==> src/rtl/pll_phase_step_ctrl.sv <==
// -----------------------------------------------------------------------------
// pll_phase_step_ctrl
//
// Purpose:
//   Turns one phase-shift request at a time into the phase-port sequence of an
//   ecp5pll. The selected output and direction go out first, with a one-cycle
//   phaseloadreg strobe. Then come req_steps evenly spaced phasestep pulses.
//   The controller then waits for PLL lock to hold steady and reports completion
//   with a one-cycle done pulse. err is set on that pulse if lock never settled.
//   A bookkeeping position counter is kept for each of the four PLL outputs.
//
// Handshake:
//   A request transfers on a rising clk_i edge where req_valid && req_ready.
//   req_ready is high only in IDLE while locked is high. req_valid need not be
//   held and is ignored at all other times. Nothing is queued.
//
// Ports:
//   clk_i        25 MHz PLL reference clock
//   rst_ni       asynchronous active-low reset
//   req_valid    request strobe
//   req_ready    request can be accepted (IDLE && locked)
//   req_sel      target output 0..3
//   req_dir      0 = advance phase, 1 = retard phase
//   req_steps    number of phase steps (0 is legal)
//   locked       PLL lock indicator
//   phasesel     ecp5pll PHASESEL
//   phasedir     ecp5pll PHASEDIR
//   phasestep    ecp5pll PHASESTEP
//   phaseloadreg ecp5pll PHASELOADREG
//   busy         high whenever the FSM is not IDLE
//   done         one-cycle completion pulse
//   err          lock-timeout flag, valid with done, held until the next done
//   phase_pos    four 8-bit position counters, output n at [8n+7:8n]
//   state_dbg_o  current FSM state encoding
// -----------------------------------------------------------------------------
module pll_phase_step_ctrl #(
    parameter int SETUP_CYC       = 2,
    parameter int STEP_HI_CYC     = 2,
    parameter int STEP_LO_CYC     = 4,
    parameter int STEPS_PER_CYCLE = 8,
    parameter int LOCK_WAIT       = 16,
    parameter int TIMEOUT         = 1024
) (
    input  logic        clk_i,
    input  logic        rst_ni,
    input  logic        req_valid,
    output logic        req_ready,
    input  logic [1:0]  req_sel,
    input  logic        req_dir,
    input  logic [7:0]  req_steps,
    input  logic        locked,
    output logic [1:0]  phasesel,
    output logic        phasedir,
    output logic        phasestep,
    output logic        phaseloadreg,
    output logic        busy,
    output logic        done,
    output logic        err,
    output logic [31:0] phase_pos,
    output logic [2:0]  state_dbg_o
);

    typedef enum logic [2:0] {
        S_IDLE    = 3'd0,
        S_SETUP   = 3'd1,
        S_STEP_HI = 3'd2,
        S_STEP_LO = 3'd3,
        S_SETTLE  = 3'd4,
        S_DONE    = 3'd5
    } state_e;

    // The settle counters must be able to hold TIMEOUT. LOCK_WAIT is below
    // TIMEOUT, so one width covers both.
    localparam int ST_W = $clog2(TIMEOUT + 1);

    localparam logic [15:0]     SETUP_LAST = 16'(SETUP_CYC - 1);
    localparam logic [15:0]     HI_LAST    = 16'(STEP_HI_CYC - 1);
    localparam logic [15:0]     LO_LAST    = 16'(STEP_LO_CYC - 1);
    localparam logic [ST_W-1:0] LOCK_GOAL  = ST_W'(LOCK_WAIT);
    localparam logic [ST_W-1:0] TIME_GOAL  = ST_W'(TIMEOUT);
    // STEPS_PER_CYCLE is a power of two, so wrapping reduces to a mask.
    localparam logic [7:0]      POS_MASK   = 8'(STEPS_PER_CYCLE - 1);

    state_e            state_q;
    logic [1:0]        sel_q;
    logic              dir_q;
    logic [7:0]        rem_q;
    logic [15:0]       phase_cnt_q;
    logic [ST_W-1:0]   lock_cnt_q;
    logic [ST_W-1:0]   tot_cnt_q;
    logic [3:0][7:0]   pos_q;
    logic              phasestep_q;
    logic              phaseloadreg_q;
    logic              busy_q;
    logic              done_q;
    logic              err_q;

    logic [ST_W-1:0]   lock_cnt_d;
    logic [ST_W-1:0]   tot_cnt_d;
    logic [7:0]        pos_cur;
    logic [7:0]        pos_d;

    assign req_ready    = (state_q == S_IDLE) && locked;
    assign phasesel     = sel_q;
    assign phasedir     = dir_q;
    assign phasestep    = phasestep_q;
    assign phaseloadreg = phaseloadreg_q;
    assign busy         = busy_q;
    assign done         = done_q;
    assign err          = err_q;
    assign phase_pos    = pos_q;
    assign state_dbg_o  = state_q;

    always_comb begin
        // A single low cycle restarts the consecutive-lock count.
        lock_cnt_d = locked ? lock_cnt_q + 1'b1 : '0;
        tot_cnt_d  = tot_cnt_q + 1'b1;
        pos_cur    = pos_q[sel_q];
        pos_d      = (dir_q ? pos_cur - 8'd1 : pos_cur + 8'd1) & POS_MASK;
    end

    always_ff @(posedge clk_i or negedge rst_ni) begin
        if (!rst_ni) begin
            state_q        <= S_IDLE;
            sel_q          <= '0;
            dir_q          <= 1'b0;
            rem_q          <= '0;
            phase_cnt_q    <= '0;
            lock_cnt_q     <= '0;
            tot_cnt_q      <= '0;
            pos_q          <= '0;
            phasestep_q    <= 1'b0;
            phaseloadreg_q <= 1'b0;
            busy_q         <= 1'b0;
            done_q         <= 1'b0;
            err_q          <= 1'b0;
        end else begin
            // These two are single-cycle strobes. They are re-asserted only on entry.
            done_q         <= 1'b0;
            phaseloadreg_q <= 1'b0;
            case (state_q)
                S_IDLE: begin
                    if (req_valid && req_ready) begin
                        sel_q          <= req_sel;
                        dir_q          <= req_dir;
                        rem_q          <= req_steps;
                        phase_cnt_q    <= '0;
                        phaseloadreg_q <= 1'b1;
                        busy_q         <= 1'b1;
                        state_q        <= S_SETUP;
                    end
                end
                S_SETUP: begin
                    if (phase_cnt_q == SETUP_LAST) begin
                        phase_cnt_q <= '0;
                        if (rem_q == 8'd0) begin
                            lock_cnt_q <= '0;
                            tot_cnt_q  <= '0;
                            state_q    <= S_SETTLE;
                        end else begin
                            phasestep_q <= 1'b1;
                            state_q     <= S_STEP_HI;
                        end
                    end else begin
                        phase_cnt_q <= phase_cnt_q + 16'd1;
                    end
                end
                S_STEP_HI: begin
                    if (phase_cnt_q == HI_LAST) begin
                        // A step counts as done when its high phase ends.
                        phase_cnt_q   <= '0;
                        phasestep_q   <= 1'b0;
                        rem_q         <= rem_q - 8'd1;
                        pos_q[sel_q]  <= pos_d;
                        state_q       <= S_STEP_LO;
                    end else begin
                        phase_cnt_q <= phase_cnt_q + 16'd1;
                    end
                end
                S_STEP_LO: begin
                    if (phase_cnt_q == LO_LAST) begin
                        phase_cnt_q <= '0;
                        if (rem_q != 8'd0) begin
                            phasestep_q <= 1'b1;
                            state_q     <= S_STEP_HI;
                        end else begin
                            lock_cnt_q <= '0;
                            tot_cnt_q  <= '0;
                            state_q    <= S_SETTLE;
                        end
                    end else begin
                        phase_cnt_q <= phase_cnt_q + 16'd1;
                    end
                end
                S_SETTLE: begin
                    lock_cnt_q <= lock_cnt_d;
                    tot_cnt_q  <= tot_cnt_d;
                    // The lock check comes first, so success wins a tie with timeout.
                    if (lock_cnt_d == LOCK_GOAL) begin
                        done_q  <= 1'b1;
                        err_q   <= 1'b0;
                        state_q <= S_DONE;
                    end else if (tot_cnt_d == TIME_GOAL) begin
                        done_q  <= 1'b1;
                        err_q   <= 1'b1;
                        state_q <= S_DONE;
                    end
                end
                S_DONE: begin
                    busy_q  <= 1'b0;
                    state_q <= S_IDLE;
                end
                default: begin
                    phasestep_q <= 1'b0;
                    busy_q      <= 1'b0;
                    state_q     <= S_IDLE;
                end
            endcase
        end
    end

endmodule

==> config.mk <==
export PLATFORM = sky130hd
export DESIGN_NAME = pll_phase_step_ctrl
export DESIGN_NICKNAME = d
export VERILOG_FILES = /design/src/rtl/pll_phase_step_ctrl.sv
export SDC_FILE = /design/constraint.sdc
export NUM_CORES = 1
export LEC_CHECK = 0
export ABC_AREA = 1
export BUFFER_PORTS_ARGS = -buffer_cell sky130_fd_sc_hd__buf_2
export CAP_MARGIN = 0
export CORE_MARGIN = 2
export CORE_UTILIZATION = 43
export DETAILED_ROUTE_END_ITERATION = 12
export GPL_ROUTABILITY_DRIVEN = 1
export PLACE_DENSITY = 0.69
export SLEW_MARGIN = 10
export SYNTH_ARGS = -nofsm -noshare
export SYNTH_HDL_FRONTEND = slang
export SYNTH_SLANG_ARGS = --single-unit
==> constraint.sdc <==
create_clock -name clk_i -period 2.1 [get_ports clk_i]
set_input_delay 0.315 -clock clk_i [delete_from_list [all_inputs] [get_ports clk_i]]
set_output_delay 0.315 -clock clk_i [all_outputs]
set_load 0.02 [all_outputs]
# Word level (Yosys, flattened, before mapping)
# Cells that the tools add are included.
# Widths: inputs -> output; s select.
# classes
add_sub_neg	6
order_cmp	2
n_eq_ne	18
n_mux	44
bitwise_logic	2
reduce_logical	22
# op_table
operator	n
$pmux 11 s3	2
$mux 11	5
$mux 16	3
$pmux 16 s3	1
$bwmux 32	1
$mux 3	10
$mux 8	3
$add 11x1->11 const B	2
$add 16x1->16 const B	1
$bmux 8 s2	1
$demux 8 s2	1
$eq 16x1->1 const B	1
$eq 16x2->1 const B	1
$pmux 8 s2	1
$pmux 3 s5	1
$ne 2x2->1 const B	7
$mux 1	13
$eq 11x11->1 const B	1
$eq 11x5->1 const B	1
$reduce_and 2->1	5
$reduce_and 5->1	2
$logic_not 8->1	1
$reduce_bool 8->1	1
$sub 8x1->8 const B	1
21 further kinds	28
# totals
ff_bits	89
out_inout_bits	44

# Longest topological paths before layout
# Gate-level depths: netlist of run 1.
# depth
depth_word	5
depth_mapped	14
depth_no_buf	14

# Least setup slack after synthesis of run 1
# No wires, ideal clock.
# synth_timing
path_kind	flip-flop to flip-flop
startpoint	reg sel_q[1], in the netlist phasesel[1]
endpoint	reg pos_q (netlist bit phase_pos[18])
setup_ns	0.083
t_arrival_ns	1.954
required_ns	2.017
path_slack_ns	0.063
path_stages_with_launch	8
n_path_buf	0
period_less_slack_ns	2.037
path_cell_list	dfrtp_1 nor2_1 a221oi_1 fa_1 xnor2_1 xor2_1 inv_1 o21ai_0
# synth_via
elab_chain_cells	5
word_cells_on_any_way	11
classes_between	2 x add/sub; 2 x order compare; 6 x mux; 1 x reduce/logical
# synth_lines
element	line	rtl
start, declared	85	logic [1:0] sel_q;
start signal, assigned	144	sel_q <= req_sel;
$bmux 8 s2 (tied with other cells)	118	pos_cur = pos_q[sel_q];
$mux 3 (implied by the code) / $logic_and 1x1->1 (equally long branches)	118, 174	
$add 3x1->3 (tied with other cells)	119	pos_d = (dir_q ? pos_cur - 8'd1 : pos_cur + 8'd1) & POS_MASK;
$mux 3 / $demux 8 s2 (equally long branches)	119, 174	
$bwmux 32 *	174	pos_q[sel_q] <= pos_d;
end signal, assigned by index	174	
end, declared	91	logic [3:0][7:0] pos_q;
# Mark *: on every way between the ends. The rest lies on a longest branch, timed or not. The select of a mux whose other input is x is not followed.
# A chain may end at the register's enable or synchronous reset.

# Worst setup path after layout of run 1
# layout_timing
startpoint	reg sel_q[1], in the netlist phasesel[1]
endpoint	reg pos_q (netlist bit phase_pos[2])
# The elaborated chain is that of the path after synthesis.

==> summary.txt, run 1 <==
Status
  – Status: complete, no violations

STA
  – RSZ-0062 raised after global routing: no
  – Fin. max-slew vios: 0
  – Min Tclk post-route: 1.92 ns
  – Clk_skew: 0.0155 ns
  – # setup viols final: 0
  – Crit share post-route: 0.914
  – Fmax: 521 MHz
  – Setup TNS: 0 ns
  – Final hold violations: 0
  – Worst Slack Setup Final: 0.180 ns

CTS
  – Clock Path Buffers: 2
  – TritonCTS clock tree: built
  – CTS Buf Count: 9
  – Clk root buf: clkbuf_8
  – Clock sink count: 69
  – Setup bufs post-CTS: 0
  – Total number of H-tree levels: 3
  – Later-pin clock latency in the skew report: 0.36 ns
  – Worst-path clk slew: 0.09 ns

Synth
  – Synth async-reset ratio: 1.00
  – Gate Count Post-Synth: 546
  – Ys Warns: 0
  – Avg Inst Size Synth: 7.57 um2
  – Simple-Gate Fraction of Synth Area: 0.305
  – Ys flop type: dfrtp_1
  – Main combinational cell family by area after synthesis: simple AND/OR/NAND/NOR gates
  – Xor/xnor share of the synthesized area: 0.0233
  – Yosys reg bits: 69
  – Seq/Total Area, Yosys: 0.418
  – Post-synth EDFFs: 0
  – Post-synthesis compound-gate area fraction: 0.109
  – Mux share of post-synthesis cell area: 0
  – Mapped cell area: 0.00414 mm2
  – Adder-cell share of the synthesized area: 0.0230
  – Distinct cells, synth: 42

Final layout
  – Design Area, Final: 0.00475 mm2
  – Sequential Area: 0.00173 mm2
  – Area grow syn2layout: 14.8%
  – Number of diodes: 0
  – Final #Nets: 620
  – Share of post-route cells with drive strength above 1: 0.171
  – Multi-input gate area: 0.00203 mm2
  – Fill cell count: 917

Power and ir drop
  – Leakage: 2.48 nW
  – Comb pwr share: 0.042
  – Sequential Power Share: 0.475
  – Design Power: 2.81 mW
  – Switching Fraction: 0.233
  – Peak supply drop: 0.276 mV
  – Pwr dens: 593 mW/mm2
  – Internal Dissipation: 2.16 mW
  – Clock group share of total power: 0.483
  – Switch Pwr: 655 uW

Setup path
  – Critical Path AT: 2.20 ns
  – Crit-path max FO: 6
  – WS Path Type: reg2reg
  – Startpoint Class: flip-flop
  – Crit path required time: 2.38 ns
  – Reg2Reg Setup Slack: 0.18 ns
  – Crit end category: flip-flop

Drt
  – Antenna Violating Nets Remaining: 0
  – Final wirelength: 9030 um
  – DR iter-0 viols: 183
  – Via count: 3663
  – Drt wl/cell: 12.3 um
  – Routed vias/inst: 5.00
  – Drc violations: 0
  – Pre-Repair DR Iteration Count: 5

Global route
  – Largest net degree at the start of global routing: 49
  – Grt ovf: 0
  – Aggregate global-route resource usage: 0.183
  – Initial antenna violation count: 0
  – First-pass GRT wire length: 15400 um
  – Vias in the first global route: 3474

Floorplan
  – Die Wd: 102 um
  – Row count: 35
  – Die H: 102 um
  – Die Area: 0.0104 mm2
  – Initial Util: 0.445
  – Core ar.: 0.00928 mm2
  – IO Pins: 59

Placed design
  – Placed cell area: 0.00444 mm2
  – Placer congestion estimate: 0.895
  – PortBufs: 38
  – Post-DP HPWL: 6670 um
  – Setup WS pre-CTS: 0.120 ns

Hold path
  – Hold Crit Class: in2reg

Run
  – # Max-Cap Violations: 0
-- state kept, by name, indices dropped and copies added (netlist names) --
| signal | count |
|---|---|
| phasestep | 1 |
| phase_pos | 12 |
| busy | 1 |
| state_dbg_o | 3 |
| phasedir | 1 |
| phasesel | 2 |
| rem_q | 8 |
| done | 1 |
| lock_cnt_q | 11 |
| phaseloadreg | 1 |
| err | 1 |
| phase_cnt_q | 16 |
| tot_cnt_q | 11 |
-- final timing paths --
check	start	to	cells after the start
min in group asynchronous	rst_ni	phase_cnt_q[2]$_DFFE_PN0P_	3
max in group asynchronous	rst_ni	phasesel[1]$_DFFE_PN0P_	3
worst max-delay path	phasesel[1]$_DFFE_PN0P_	phase_pos[2]$_DFFE_PN0P_	9
worst min-delay path	req_sel[1]	phasesel[1]$_DFFE_PN0P_	3
worst min register to register	busy$_DFFE_PN0P_	busy$_DFFE_PN0P_	2
worst max register to register	phasesel[1]$_DFFE_PN0P_	phase_pos[2]$_DFFE_PN0P_	9
-- layout by cell type (no fill, tap or decap), types with 8 or more instances in the layout --
| cell | n |
|---|---|
| o22ai_1 | 16 |
| inv_1 | 71 |
| nand3_1 | 46 |
| buf_2 | 38 |
| clkbuf_8 | 9 |
| nor2_1 | 56 |
| nand4_1 | 14 |
| o21ai_0 | 32 |
| xor2_1 | 9 |
| nand2_1 | 130 |
| dfrtp_1 | 68 |
| conb_1 | 20 |
| buf_4 | 9 |
| nor2_2 | 8 |
-- power groups by stage --
stage               Clock, mW  Sequential, mW  Combinational [mW]
floorplan                   0            1.37              0.0782
global placement            0            1.36               0.113
detailed placement          0            1.36               0.114
CTS                      1.39            1.34               0.116
global route             1.44            1.34               0.131
finish                   1.36            1.34               0.118
-- through the flow --
step | std cells | hold WS [ns] | utilization
after floorplan | 565 | 0.0194 | -
after global placement | 715 | 0.340 | 0.478
after detailed placement | 715 | 0.344 | 0.478
after CTS | 732 | 0.169 | 0.506
after global routing | 732 | 0.205 | 0.511
final | 732 | 0.181 | 0.511
-- cell families after synthesis --
logic type      count (synthesis)
compound gates                 76
buf+inv                       105
simple gates                  277
fa+ha+maj                       7
xor+xnor                       11
other cells                     1
flops                          69
-- area by class of cell --
| class | count | area share |
|---|---|---|
| well taps | 129 | 0.0340 |
| repair buffers | 49 | 0.0606 |
| clock inverters | 7 | 0.0256 |
| multi-input cells | 391 | 0.427 |
| flip-flops and latches | 69 | 0.364 |
| clock buffers | 9 | 0.0261 |
| inverters | 78 | 0.0625 |
-- layer usage --
metal,vias up,share of wire,GRT usage
met1,1740,0.46,0.230
met3,10,0.036,0.0431
met5,-,0,0
met4,0,0.010,0.0503
met2,68,0.49,0.316
li1,1845,-,-
-- cells in the mapped netlist (4+ instances only) --
cell type,count,share of area
a21oi_1,5,0.0061
a31oi_1,6,0.0091
buf_4,21,0.038
dfrtp_1,69,0.42
ha_1,6,0.018
inv_1,72,0.065
inv_2,4,0.0036
nand2_1,131,0.12
nand3_1,46,0.056
nand3_2,4,0.0097
nand4_1,14,0.021
nor2_1,59,0.054
nor2_2,6,0.0091
o21ai_0,33,0.040
o22ai_1,17,0.026
xor2_1,9,0.019
-- timing repair --
item	CTS	global route
gates resized for setup	0	14
hold endpoints to repair	69	0
setup endpoints to repair	0	7
hold buffers	1	0
-- critical path, cell delays in order (launching register included) --
cell and delay, ns:
dfrtp_2 0.47, nand2_2 0.12, inv_1 0.06, a22o_1 0.22, a221oi_2 0.19, fa_2 0.25, xnor2_1 0.13, xor2_1 0.16
inv_1 0.10, o21ai_0 0.17
(Power assumes the default switching activity.)
==> run 2: changes to the inputs <==
--- a/config.mk
+++ b/config.mk
@@ -9,10 +9,10 @@
 export BUFFER_PORTS_ARGS = -buffer_cell sky130_fd_sc_hd__buf_2
 export CAP_MARGIN = 0
 export CORE_MARGIN = 2
-export CORE_UTILIZATION = 43
+export CORE_UTILIZATION = 40
 export DETAILED_ROUTE_END_ITERATION = 12
 export GPL_ROUTABILITY_DRIVEN = 1
-export PLACE_DENSITY = 0.69
+export PLACE_DENSITY = 0.65
 export SLEW_MARGIN = 10
 export SYNTH_ARGS = -nofsm -noshare
 export SYNTH_HDL_FRONTEND = slang
==> run 2 against run 1 <==
Final cell count up 0.55%; clock-buffer cell count is 1 higher; highest routed layer unchanged; largest cell class unchanged; global-route usage down 0.81 points.
==> summary.txt, run 2 (synthesis gave the netlist of run 1 again) <==
CTS
  – CTS Buf Count: 9
  – Clock Path Buffers: 2
  – Total number of H-tree levels: 3
  – Worst-path clk slew: 0.08 ns
  – Clk root buf: clkbuf_8
  – Setup bufs post-CTS: 0
  – Clock sink count: 69
  – Later-pin clock latency in the skew report: 0.34 ns
  – TritonCTS clock tree: built

Global route
  – Initial antenna violation count: 0
  – Aggregate global-route resource usage: 0.175
  – First-pass GRT wire length: 16000 um
  – Largest net degree at the start of global routing: 31
  – Grt ovf: 0
  – Vias in the first global route: 3511

STA
  – Setup TNS: 0 ns
  – # setup viols final: 0
  – Fin Hold WS: 0.183 ns
  – Clk_skew: 0.00870 ns
  – Min Tclk post-route: 1.97 ns
  – Worst-Margin Slew: 0.528 ns
  – Fmax: 507 MHz
  – Crit share post-route: 0.940
  – Fin. max-slew vios: 0
  – Slew margin rel.: 0.648
  – Worst Slack Setup Final: 0.127 ns
  – Final hold violations: 0

Final layout
  – Most frequent cells in the layout: nand2_1, inv_1, dfrtp_1
  – Share of post-route cells with drive strength above 1: 0.163
  – Number of diodes: 0
  – Max reg flops: 16
  – Area grow syn2layout: 13.4%
  – Most common cell after layout, fill and taps aside: nand2_1
  – Final #Nets: 618
  – Top reg by flops: phase_cnt_q

Setup path
  – Crit end category: flip-flop
  – WS Path Type: reg2reg
  – Crit path required time: 2.36 ns
  – Critical Path AT: 2.24 ns
  – Startpoint Class: flip-flop
  – Crit-path max FO: 4

Drt
  – Routed vias/inst: 4.90
  – Final wirelength: 9230 um
  – Via count: 3603
  – Drt wl/cell: 12.5 um
  – DR iter-0 viols: 192
  – Pre-Repair DR Iteration Count: 4
  – Drc violations: 0
  – Antenna Violating Nets Remaining: 0

Power and ir drop
  – Design Power: 2.65 mW
  – Leakage: 2.46 nW
  – Pwr dens: 564 mW/mm2
  – Peak supply drop: 0.345 mV

Floorplan
  – Initial Util: 0.406
  – Row count: 37
  – Die Area: 0.0112 mm2
  – Die Wd: 106 um
  – IO Pins: 59
  – Die H: 106 um
  – Core ar.: 0.0102 mm2

Placed design
  – PortBufs: 38
  – Placer congestion estimate: 0.920
  – Post-DP HPWL: 6900 um
  – Setup WS pre-CTS: 0.114 ns

Status
  – Status: complete, no violations

Hold path
  – Hold Crit Class: in2reg

Run
  – # Max-Cap Violations: 0
run 2: worst max-delay path: stages (launching register included):
cell	delay, ns
dfrtp_1	0.42
inv_1	0.10
nor2_2	0.16
a22o_1	0.17
a221oi_2	0.05
fa_2	0.42
xnor2_2	0.18
xor2_1	0.18
inv_2	0.07
o21ai_0	0.15
run 2: area by class of cell:
class	count	area, um2
fillers	1019	5500
multi-input cells	391	2010
flip-flops and latches	69	1730
inverters	78	297
repair buffers	47	273
well taps	136	170
clock buffers	10	138
clock inverters	5	75.1
run 2: report_power, final:
| group | total [mW] | internal, mW | switching, mW |
|---|---|---|---|
| sequential | 1.34 | 1.33 | 0.00530 |
| combinational | 0.118 | 0.0299 | 0.0881 |
| clock | 1.19 | 0.689 | 0.501 |
| total | 2.65 | 2.05 | 0.595 |
run 2: worst paths after layout:
path	start	end	slack [ns]	cells past startpoint
setup / recovery	phasesel[0]$_DFFE_PN0P_	phase_pos[2]$_DFFE_PN0P_	0.13	9
hold / removal	req_dir	phasedir$_DFFE_PN0P_	0.18	3
setup reg to reg	phasesel[0]$_DFFE_PN0P_	phase_pos[2]$_DFFE_PN0P_	0.13	9
hold reg to reg	phasestep$_DFFE_PN0P_	phasestep$_DFFE_PN0P_	0.52	2
max in group asynchronous	rst_ni	rem_q[2]$_DFFE_PN0P_	0.97	3
min in group asynchronous	rst_ni	phasesel[0]$_DFFE_PN0P_	0.48	2
run 2: per-layer routing:
metal  vias to the layer above  GRT usage  share of wire
met5                         -          0              0
met4                         0     0.0470         0.0092
met3                         9     0.0464          0.053
met2                        81      0.289           0.47
met1                      1673      0.227           0.47
li1                       1840          -              -
run 2: what timing repair did:
action,CTS,global route
resized for setup,0,11
endpoints found under the hold margin,19,0
hold buffers,1,0
setup endpoints to repair,0,4
run 2: through the flow:
step	area, um2	util	cells
global route	4690	0.460	736
CTS	4660	0.457	736
detailed placement	4440	0.436	720
global placement	4440	0.436	720
finish	4690	0.460	736
floorplan	4210	-	565
==> run 3: changes to the inputs <==
--- a/config.mk
+++ b/config.mk
@@ -6,7 +6,7 @@
 export NUM_CORES = 1
 export LEC_CHECK = 0
 export ABC_AREA = 1
-export BUFFER_PORTS_ARGS = -buffer_cell sky130_fd_sc_hd__buf_2
+export BUFFER_PORTS_ARGS = -buffer_cell sky130_fd_sc_hd__buf_4
 export CAP_MARGIN = 0
 export CORE_MARGIN = 2
 export CORE_UTILIZATION = 40
==> run 3 against run 2 <==
Routed wire length fell by 1.7%; fmax rose by 0.60%; sequential power barely moved; clock power rose by 4%; global-route usage fell by 0.45 points; first-iteration DRC count fell by 22%; clock-buffer cell count did not move; critical path depth did not move; sequential share of layout area fell by 0.78 points; hold slack got worse by 0.017 ns; final area rose by 2.2%; largest power group unchanged; highest routed layer unchanged.
==> summary.txt, run 3 (synthesis gave the netlist of run 1 again) <==
CTS
  – Setup bufs post-CTS: 0
  – Clk root buf: clkbuf_8
  – TritonCTS clock tree: built
  – CTS Buf Count: 9
  – Later-pin clock latency in the skew report: 0.35 ns
  – Clock Path Buffers: 2
  – Worst-path clk slew: 0.08 ns
  – Clock sink count: 69
  – Total number of H-tree levels: 3

STA
  – Final hold violations: 0
  – Clk_skew: 0.00891 ns
  – Min Tclk post-route: 1.96 ns
  – Setup TNS: 0 ns
  – Fin. max-slew vios: 0
  – Crit share post-route: 0.934
  – # setup viols final: 0
  – Fmax: 510 MHz
  – Worst Slack Setup Final: 0.138 ns
  – Fin Hold WS: 0.165 ns

Hold path
  – Hold Crit Class: in2reg

Floorplan
  – IO Pins: 59
  – Initial Util: 0.406
  – Die Wd: 106 um
  – Die Area: 0.0112 mm2
  – Die H: 106 um
  – Core ar.: 0.0102 mm2
  – Row count: 37

Power and ir drop
  – Pwr dens: 563 mW/mm2
  – Internal Dissipation: 2.07 mW
  – Design Power: 2.70 mW
  – Switching Fraction: 0.233
  – Peak supply drop: 0.520 mV
  – Switch Pwr: 629 uW
  – Comb pwr share: 0.046
  – Sequential Power Share: 0.496
  – Clock group share of total power: 0.459
  – Leakage: 2.47 nW

Placed design
  – PortBufs: 38
  – Post-DP HPWL: 6700 um
  – Placer congestion estimate: 0.899
  – Setup WS pre-CTS: 0.114 ns

Setup path
  – Crit-path max FO: 6
  – Crit end category: flip-flop
  – Critical Path AT: 2.24 ns
  – Crit path required time: 2.38 ns
  – Startpoint Class: flip-flop
  – WS Path Type: reg2reg

Global route
  – First-pass GRT wire length: 15500 um
  – Initial antenna violation count: 0
  – Vias in the first global route: 3430
  – Largest net degree at the start of global routing: 39
  – Aggregate global-route resource usage: 0.170
  – Grt ovf: 0

Drt
  – Drc violations: 0
  – DR iter-0 viols: 149
  – Drt wl/cell: 12.3 um
  – Final wirelength: 9080 um
  – Pre-Repair DR Iteration Count: 4
  – Antenna Violating Nets Remaining: 0
  – Routed vias/inst: 4.89
  – Via count: 3594

Final layout
  – Max reg flops: 16
  – Fill cell count: 998
  – Share of post-route cells with drive strength above 1: 0.160
  – Number of diodes: 0
  – Final #Nets: 616
  – Top reg by flops: phase_cnt_q
  – Area grow syn2layout: 15.9%
  – Most frequent cells in the layout: nand2_1, inv_1, dfrtp_1
  – Most common cell after layout, fill and taps aside: nand2_1
  – Util after Layout: 0.470

Run
  – # Max-Cap Violations: 0

Status
  – Status: complete, no violations
run 3: power groups by stage:
| stage | Clock (mW) | Sequential, mW | Combinational, mW |
|---|---|---|---|
| floorplan | 0 | 1.37 | 0.0782 |
| global placement | 0 | 1.36 | 0.120 |
| detailed placement | 0 | 1.36 | 0.121 |
| CTS | 1.27 | 1.34 | 0.123 |
| global route | 1.32 | 1.34 | 0.138 |
| finish | 1.24 | 1.34 | 0.123 |
run 3: cell type report:
class,instances,area (um2),area share
clock buffers,10,138,0.0287
well taps,136,170,0.0355
clock inverters,6,86.3,0.0180
flip-flops and latches,69,1730,0.361
repair buffers,45,353,0.0736
multi-input cells,391,2020,0.422
inverters,78,297,0.0619
run 3: final timing paths:
kind | startpoint | slack, ns | endpoint | depth (start not counted)
min in group asynchronous | rst_ni | 0.45 | phase_cnt_q[8]$_DFFE_PN0P_ | 2
max in group asynchronous | rst_ni | 1.10 | phasesel[1]$_DFFE_PN0P_ | 3
setup / recovery | phasesel[1]$_DFFE_PN0P_ | 0.14 | phase_pos[18]$_DFFE_PN0P_ | 9
setup reg to reg | phasesel[1]$_DFFE_PN0P_ | 0.14 | phase_pos[18]$_DFFE_PN0P_ | 9
hold reg to reg | err$_DFFE_PN0P_ | 0.53 | err$_DFFE_PN0P_ | 2
hold / removal | req_dir | 0.17 | phasedir$_DFFE_PN0P_ | 3
run 3: stage by stage:
step / std cells / instance area (um2)
finish: 735 / 4790
CTS: 735 / 4750
global placement: 718 / 4520
detailed placement: 718 / 4520
global route: 735 / 4790
floorplan: 565 / 4210
run 3: critical path, cell delays in order (launching register included):
cell	delay, ns
dfrtp_2	0.44
nand2_1	0.13
inv_1	0.07
a22o_1	0.22
a221oi_2	0.23
fa_2	0.28
xnor2_2	0.12
xor2_1	0.15
inv_1	0.10
o21ai_1	0.15
run 3: timing repair:
action / in CTS / in global routing
hold buffers: 1 / 0
hold endpoints to repair: 31 / 0
endpoints found under the setup margin: 0 / 7
gates resized for setup: 0 / 13
run 3: metal layers:
layer / vias up / part of all wire / track usage
met5: - / 0 / 0
met3: 16 / 0.045 / 0.0470
met1: 1662 / 0.47 / 0.219
met2: 76 / 0.47 / 0.282
met4: 0 / 0.017 / 0.0479
li1: 1840 / - / -
